[src/rtl/intr_ctrl_if.sv]
// Signal bundle between intr_ctrl (slave side), the peripheral IRQ lines and the pipeline/CP0 pair (master side).
// Handshake: int_req_o is a registered request held high until ack_i; a request can also be withdrawn while ack_i stays low.
interface intr_if;
   logic [5:0]  irq_i;
   logic [31:0] status_i;
   logic [31:0] pc_i;
   logic        ack_i;
   logic        eret_i;
   logic        int_req_o;
   logic        exception_o;
   logic [31:0] epc_o;
   logic [5:0]  ext_int_o;
   logic [31:0] vector_o;
   logic        in_service_o;
   logic [1:0]  fsm_state;

   modport master (
      output irq_i, status_i, pc_i, ack_i, eret_i,
      input  int_req_o, exception_o, epc_o, ext_int_o, vector_o, in_service_o, fsm_state
   );

   modport slave (
      input  irq_i, status_i, pc_i, ack_i, eret_i,
      output int_req_o, exception_o, epc_o, ext_int_o, vector_o, in_service_o, fsm_state
   );
endinterface

[src/rtl/intr_ctrl.sv]
// Interrupt controller: IRQ synchronisers, Status masking, request/ack handshake, CP0 exception hand-off.
// Define INTR_EDGE_EN for edge-triggered pending bits; the default build is level-triggered.
module intr_ctrl #(
   parameter int          SYNC_STAGES  = 2,
   parameter logic [31:0] HANDLER_ADDR = 32'h0000_F000
) (
   input logic clk,
   input logic rst,
   intr_if.slave bus
);

   typedef enum logic [1:0] {
      IDLE    = 2'd0,
      REQ     = 2'd1,
      SERVICE = 2'd2
   } state_t;

   state_t                      state;
   logic [SYNC_STAGES-1:0][5:0] sync_q;
   logic [5:0]                  sync;
   logic [5:0]                  pend;
   logic [5:0]                  masked;
   logic [5:0]                  snap;
   logic [5:0]                  cur_snap;
   logic                        ack_fire;
   logic                        int_req;
   logic                        exception;
   logic                        in_service;
   logic [31:0]                 epc;
   logic [5:0]                  ext_int;
   logic                        unused_status;

   always_ff @(posedge clk or posedge rst) begin
      if (rst) begin
         sync_q <= '0;
      end else begin
         sync_q <= {sync_q[SYNC_STAGES-2:0], bus.irq_i};
      end
   end

   assign sync = sync_q[SYNC_STAGES-1];

`ifdef INTR_EDGE_EN
   logic [5:0] sync_d;
   logic [5:0] pend_q;
   logic [5:0] served;

   // Isolate the lowest set bit of the snapshot being acknowledged.
   assign served = cur_snap & (~cur_snap + 6'd1);

   // A new rising edge on a bit being cleared wins over the clear.
   always_ff @(posedge clk or posedge rst) begin
      if (rst) begin
         sync_d <= '0;
         pend_q <= '0;
      end else begin
         sync_d <= sync;
         pend_q <= (pend_q & ~(ack_fire ? served : 6'd0)) | (sync & ~sync_d);
      end
   end

   assign pend = pend_q;
`else
   assign pend = sync;
`endif

   assign masked   = pend & bus.status_i[15:10] & {6{bus.status_i[0]}};
   assign cur_snap = (masked != 6'd0) ? masked : snap;
   assign ack_fire = (state == REQ) && bus.ack_i;

   assign unused_status = ^{bus.status_i[31:16], bus.status_i[9:1]};

   always_ff @(posedge clk or posedge rst) begin
      if (rst) begin
         state      <= IDLE;
         snap       <= '0;
         int_req    <= 1'b0;
         exception  <= 1'b0;
         in_service <= 1'b0;
         epc        <= '0;
         ext_int    <= '0;
      end else begin
         exception <= 1'b0;
         case (state)
            IDLE: begin
               if (masked != 6'd0) begin
                  state   <= REQ;
                  int_req <= 1'b1;
                  snap    <= masked;
               end
            end
            REQ: begin
               if (masked != 6'd0) begin
                  snap <= masked;
               end
               // An ack arriving as the source vanishes is still honoured.
               if (bus.ack_i) begin
                  state      <= SERVICE;
                  int_req    <= 1'b0;
                  in_service <= 1'b1;
                  exception  <= 1'b1;
                  epc        <= bus.pc_i;
                  ext_int    <= cur_snap;
               end else if (masked == 6'd0) begin
                  state   <= IDLE;
                  int_req <= 1'b0;
               end
            end
            SERVICE: begin
               if (bus.eret_i) begin
                  state      <= IDLE;
                  in_service <= 1'b0;
               end
            end
            default: begin
               state      <= IDLE;
               int_req    <= 1'b0;
               in_service <= 1'b0;
            end
         endcase
      end
   end

   assign bus.int_req_o    = int_req;
   assign bus.exception_o  = exception;
   assign bus.in_service_o = in_service;
   assign bus.epc_o        = epc;
   assign bus.ext_int_o    = ext_int;
   assign bus.vector_o     = HANDLER_ADDR;
   assign bus.fsm_state    = state;

endmodule

[src/flat_wrapper.sv]
// flat-port wrapper written by rule: the top's interface ports become plain ports
module intr_ctrl_flat 
#(
   parameter int          SYNC_STAGES  = 2,
   parameter logic [31:0] HANDLER_ADDR = 32'h0000_F000
)
  (clk, rst, bus_irq_i, bus_status_i, bus_pc_i, bus_ack_i, bus_eret_i, bus_int_req_o, bus_exception_o, bus_epc_o, bus_ext_int_o, bus_vector_o, bus_in_service_o, bus_fsm_state);
  intr_if bus_i ();
  input logic clk;
  input logic rst;
  input wire logic [$bits(bus_i.irq_i)-1:0] bus_irq_i;
  input wire logic [$bits(bus_i.status_i)-1:0] bus_status_i;
  input wire logic [$bits(bus_i.pc_i)-1:0] bus_pc_i;
  input wire logic [$bits(bus_i.ack_i)-1:0] bus_ack_i;
  input wire logic [$bits(bus_i.eret_i)-1:0] bus_eret_i;
  output wire logic [$bits(bus_i.int_req_o)-1:0] bus_int_req_o;
  output wire logic [$bits(bus_i.exception_o)-1:0] bus_exception_o;
  output wire logic [$bits(bus_i.epc_o)-1:0] bus_epc_o;
  output wire logic [$bits(bus_i.ext_int_o)-1:0] bus_ext_int_o;
  output wire logic [$bits(bus_i.vector_o)-1:0] bus_vector_o;
  output wire logic [$bits(bus_i.in_service_o)-1:0] bus_in_service_o;
  output wire logic [$bits(bus_i.fsm_state)-1:0] bus_fsm_state;
  assign bus_i.irq_i = bus_irq_i;
  assign bus_i.status_i = bus_status_i;
  assign bus_i.pc_i = bus_pc_i;
  assign bus_i.ack_i = bus_ack_i;
  assign bus_i.eret_i = bus_eret_i;
  assign bus_int_req_o = bus_i.int_req_o;
  assign bus_exception_o = bus_i.exception_o;
  assign bus_epc_o = bus_i.epc_o;
  assign bus_ext_int_o = bus_i.ext_int_o;
  assign bus_vector_o = bus_i.vector_o;
  assign bus_in_service_o = bus_i.in_service_o;
  assign bus_fsm_state = bus_i.fsm_state;
  intr_ctrl #(.SYNC_STAGES(SYNC_STAGES), .HANDLER_ADDR(HANDLER_ADDR)) u_core (.clk(clk), .rst(rst), .bus(bus_i));
endmodule
[config.mk]
export PLATFORM = sky130hd
export DESIGN_NAME = intr_ctrl_flat
export DESIGN_NICKNAME = d
export VERILOG_FILES = /design/src/rtl/intr_ctrl_if.sv /design/src/rtl/intr_ctrl.sv /design/src/flat_wrapper.sv
export SDC_FILE = /design/constraint.sdc
export NUM_CORES = 1
export LEC_CHECK = 0
export BUFFER_PORTS_ARGS = -buffer_cell sky130_fd_sc_hd__buf_4
export CORE_MARGIN = 1
export CORE_UTILIZATION = 39
export CTS_CLUSTER_DIAMETER = 60
export CTS_CLUSTER_SIZE = 14
export DETAILED_ROUTE_END_ITERATION = 10
export PLACE_DENSITY = 0.76
export SYNTH_ARGS = -nofsm -noshare
export SYNTH_HDL_FRONTEND = slang
export SYNTH_SLANG_ARGS = --single-unit
[constraint.sdc]
create_clock -name clk -period 1.5 [get_ports clk]
set_input_delay 0.075 -clock clk [delete_from_list [all_inputs] [get_ports clk]]
set_output_delay 0.075 -clock clk [all_outputs]
set_load 0.01 [all_outputs]
; Word-level counts from Yosys, hierarchy flattened
; Index checks and enable logic that the tools add are counted.
[word_totals]
reg_bits = 61
latch_bits = 0
ram_bits = 0
rom_bits = 0
out_inout_bits = 75
wordCells = 42
mem_count = 0
[classes]
addsub = 0
n_mul = 0
div = 0
magnitude_cmp = 0
eq_ne = 6
shifts = 0
mux = 15
n_bitwise = 4
reduce_logical = 8
[ops]
columns = op, n
row1 = 6-bit AND, 2
row2 = 3-bit AND reduction, 3
row3 = 2-bit two-way mux, 4
row4 = 1-bit two-way mux, 7
row5 = 6-bit logical NOT, 1
row6 = 6-bit two-way mux, 1
row7 = 1-bit one-hot mux with 3 select lines, 2
row8 = 2-bit one-hot mux with 3 select lines, 1
row9 = 6-bit nonzero test, 1
row10 = "2-bit inequality test, second input constant", 2
row11 = "3-bit inequality test, second input constant", 1
row12 = "2-bit by 1-bit equality test with 1-bit output, second input constant", 1
row13 = "2-bit equality test, second input constant", 1
row14 = 2-bit logical NOT, 1
row15 = "2-bit by 1-bit inequality test with 1-bit output, second input constant", 1
row16 = 1-bit inverter, 2
row17 = 2-bit AND reduction, 1
row18 = 2-bit OR reduction, 1

; Logic depth before layout (Yosys ltp)
[logic_depth]
word_depth = 6
depth_mapped = 5
ltp_nobuf = 4

; Least setup slack after synthesis
; No wires, ideal clock.
[synth_path]
path_kind = reg-to-reg
start = register u_core.state[0] (netlist: u_core.bus.fsm_state[0])
end = register u_core.epc[10] (netlist: u_core.bus.epc_o[10])
setup_ps = 125
arrival_ps = 1264
required_time_ps = 1375
path_slack_ps = 111
path_stages_with_launch = 5
n_path_buf = 1
synth_period_minus_slack_ps = 1389
path_cell_list = dfrtp_1 nand2_1 nor2_4 buf_6 mux2_2
[synth_via]
elab_chain_cells = 2
[synth_lines]
columns = item, line_no
row1 = start: declaration, intr_ctrl.sv:18  ; state_t state;
row2 = start signal: assignment, intr_ctrl.sv:75  ; state <= IDLE;
row3 = start signal: assignment, intr_ctrl.sv:87  ; state <= REQ;
row4 = start signal: assignment, intr_ctrl.sv:98  ; state <= SERVICE;
row5 = 2-bit by 1-bit equality test with 1-bit output, n/a
row6 = 2-bit AND reduction (no source line), n/a
row7 = end signal: assignment, intr_ctrl.sv:102  ; epc <= bus.pc_i;
row8 = end: declaration, intr_ctrl.sv:29  ; logic [31:0] epc;
; Every way passes these cells.
; A chain may end at the register's enable or synchronous reset.

; Final worst setup path
[layout_path]
start = register u_core.sync_q, in the netlist u_core.pend[1]
end = register u_core.int_req (netlist: u_core.bus.int_req_o)
[layout_via]
elab_chain_cells = 5
word_cells_on_any_way = 7
cone_classes = eq/ne (2) / bitwise (2) / reduce/logical (3)
[layout_lines]
columns = item, line_no
row1 = start: declaration, intr_ctrl.sv:19  ; logic [SYNC_STAGES-1:0][5:0] sync_q;
row2 = start signal: assignment, intr_ctrl.sv:37  ; sync_q <= {sync_q[SYNC_STAGES-2:0], bus.irq_i};
row3 = 6-bit AND (*) (2 in series), intr_ctrl.sv:67  ; assign masked = pend & bus.status_i[15:10] & {6{bus.status_i[0]}};
row4 = 6-bit logical NOT / 6-bit nonzero test (equally long branches), "intr_ctrl.sv:104, intr_ctrl.sv:86"
row5 = 3-bit inequality test (no source line) / 2-bit by 1-bit inequality test with 1-bit output (equally long branches), n/a
row6 = 3-bit AND reduction (no source line) (*), n/a
row7 = end signal: assignment, intr_ctrl.sv:77  ; int_req <= 1'b0;
row8 = end signal: assignment, intr_ctrl.sv:106  ; int_req <= 1'b0;
row9 = end signal: assignment, intr_ctrl.sv:117  ; int_req <= 1'b0;
row10 = end: declaration, intr_ctrl.sv:26  ; logic int_req;
; Mark *: on every way between the ends. The rest lies on a longest branch, timed or not.

==> summary.txt <==
Status: finished clean
Number of flops mapped to enable cells by yosys: 0
Final hold vios: 0
TNS Setup: 0 ns
Syn_area_per_cell: 13.6 um2
Die H: 81.8 um
Area of the multi-input gates: 782 um2
Synth Instances: 182
Total iterations of the first detailed-routing run: 4
Wire per inst: 13.2 um
Clock root cell: clkbuf_8
CP arrival: 1.68 ns
Tmin final: 1.46 ns
Sequential area share after synthesis: 61.5%
Netlist Area Pre-Place: 2480 um2
CTS tree: done
Initial antenna violation count: 0
Yosys top cell area share: 61.5%
Iteration-0 DRC Markers: 34
Fmax: 0.684 GHz
Pleak: 1.84 nW
CP max stage cell: a222oi_1
Design Area, Final: 3810 um2
IO Port Bufs: 91
Share of layout cells above drive strength 1: 45.8%
P per Cell Area: 1480 nW/um2
Crit path launch type: register
Synth area leaders: dfrtp_1 62%, mux2_2 14%, buf_4 9.7%
Post-route insts no fill: 409
Sink Count: 61
CTS clk-pin slew, worst paths: 0.07 ns
Inserted Diodes: 0
Core ar.: 6030 um2
Yosys warns: 0
Hold-critical path depth: 3
Max-cap violations: 0
Critical Path RT: 1.72 ns
Initial Utilization: 41.2%
Largest net degree at the start of global routing: 40
Final period util: 97.5%
Min Hold Slack: 0.0110 ns
Worst hold path endpoint: u_core.snap[2]
Maximum VDD drop: 0.000903 V
Critical path fanouts, max: 8
Worst-Skew Late Latency: 0.33 ns
Final Setup Violations: 0
R2r setup slk: 0.04 ns
# rows: 28
Ys async rst share: 100%
Via/cell ratio: 4.56
DIE AREA: 6680 um2
DRC viols: 0
Total GRT Usage: 17.1%
CP endpoint kind: register
Ys flop type: dfrtp_1
Post-synth top cells: 61 x dfrtp_1, 32 x buf_4, 30 x mux2_2, 8 x nor2_1
Total global routing overflow: 0
Synth area leader: dfrtp_1
Placed instance count: 348
Largest stage delay, worst path: 0.45 ns
Antenna Nets Post-Route: 0
CTS Buf Count: 9
Top-count cell post-synth: dfrtp_1
Final GP Congestion: 0.774
Fin. max-slew vios: 0
DRT Wirelength: 5.42 mm
Nets: 403
Dpl hpwl: 3.32 mm
I/O pin total: 149
Die Width: 81.8 um
R2R depth: 4
Storage cell area: 1530 um2
Yosys reg bits: 61
DP Area: 3150 um2
R2r startpoint: u_core.pend[1]
Global-route wire length before repair: 8.23 mm
Layout fillers: 464
Crit path kind: reg2reg
CP cell instances: a222oi_1, a21o_2, a21o_1, o31ai_2
Cell variety after synth: 25
H-Tree Depth: 3
Worst R2R End: u_core.bus.int_req_o
Hold/Removal Path Class: in2reg
DR vias: 1864
Clk buf depth: 2
Final core occ: 63.2%
Hold path startpoint: bus_status_i[12]
Clk_skew: 0.00566 ns
Vias in the first global route: 1798
Area Growth Syn to Fin: 53.6%
==> worst max-delay path by stage <==
stage                     slack [ns]  depth (start not counted)                    to                    start
final                           0.04                          4  u_core.bus.int_req_o           u_core.pend[1]
after global routing           -0.02                          4  u_core.bus.int_req_o           u_core.pend[1]
after CTS                       0.04                          4  u_core.bus.int_req_o           u_core.pend[5]
after detailed placement        0.07                          4  u_core.bus.int_req_o           u_core.pend[5]
after global placement          0.08                          4  u_core.bus.int_req_o           u_core.pend[5]
after floorplan                 0.11                          4  u_core.bus.epc_o[10]  u_core.bus.fsm_state[0]
==> power by group <==
part	leakage (nW)	switching (mW)	internal (mW)
Clock	0.107	0.629	0.935
Sequential	0.725	0.249	2.10
Combinational	1.01	0.717	1.02
==> critical path, delay by kind of cell, from the launching register on <==
family             cells  cell delay [ns]
AOI/OAI and AO/OA      4             0.95
DFF                    1             0.38
==> layout by cell type, fill, tap and decap left out, types with 2 or more instances in the layout <==
cell type,n
buf_4,101
dfrtp_1,61
dlygate4sd3_1,40
conb_1,32
mux2_2,30
clkbuf_8,9
nor2_1,8
nand2_1,7
a21oi_1,7
o21ai_0,5
a32o_1,3
a32oi_1,3
inv_1,2
a222oi_1,2
a21o_2,2
a2bb2oi_1,2
mux2_1,2
clkinvlp_4,2
a21o_1,2
clkinv_2,2
bufinv_16,2
==> logic make-up (layout without fill, tap and decap cells) <==
logic type	Yosys count	in the layout	share of synthesized area [%]
buffers and inverters	39	161	11.7
multiplexers	32	32	14.5
AO/OA/AOI/OAI	29	29	8.52
flip-flops	61	61	61.5
other	2	32	0.303
AND/OR/NAND/NOR	19	19	3.43
==> cell type report <==
class | instances | area share (%)
Tap cell | 75 | 2.46
Inverter | 3 | 0.394
Clock buffer | 10 | 3.35
Clock inverter | 6 | 2.27
Multi-Input combinational cell | 112 | 20.5
Timing Repair Buffer | 142 | 30.9
Sequential cell | 61 | 40.1
==> per-layer routing <==
metal / part of all wire (%) / global-route usage [%]
met2: 52 / 28.4
met3: 7.2 / 5.33
met4: 2.1 / 9.47
met1: 38 / 19.3
met5: 0 / 0
==> state kept, by name (all words and copies together) (netlist names) <==
| register | flops |
|---|---|
| u_core.bus.epc_o | 32 |
| u_core.bus.ext_int_o | 6 |
| u_core.pend | 6 |
| u_core.snap | 6 |
| u_core.sync_q | 6 |
| u_core.bus.fsm_state | 2 |
| u_core.bus.exception_o | 1 |
| u_core.bus.in_service_o | 1 |
| u_core.bus.int_req_o | 1 |
==> stage by stage <==
stage	worst slack, ns	total power [mW]
after floorplan	0.111	3.17
after global placement	0.0805	3.95
after detailed placement	0.0655	4.01
after CTS	0.0415	5.67
after global routing	-0.0215	5.98
final	0.0379	5.65
==> timing repair <==
action | 4_1_cts | 5_1_grt
buffers inserted | 0 | 5
endpoints found under the hold margin | 101 | 0
endpoints found under the setup margin | 0 | 4
gates resized for setup | 0 | 1
hold buffers | 40 | 0
(Power assumes the default switching activity.)
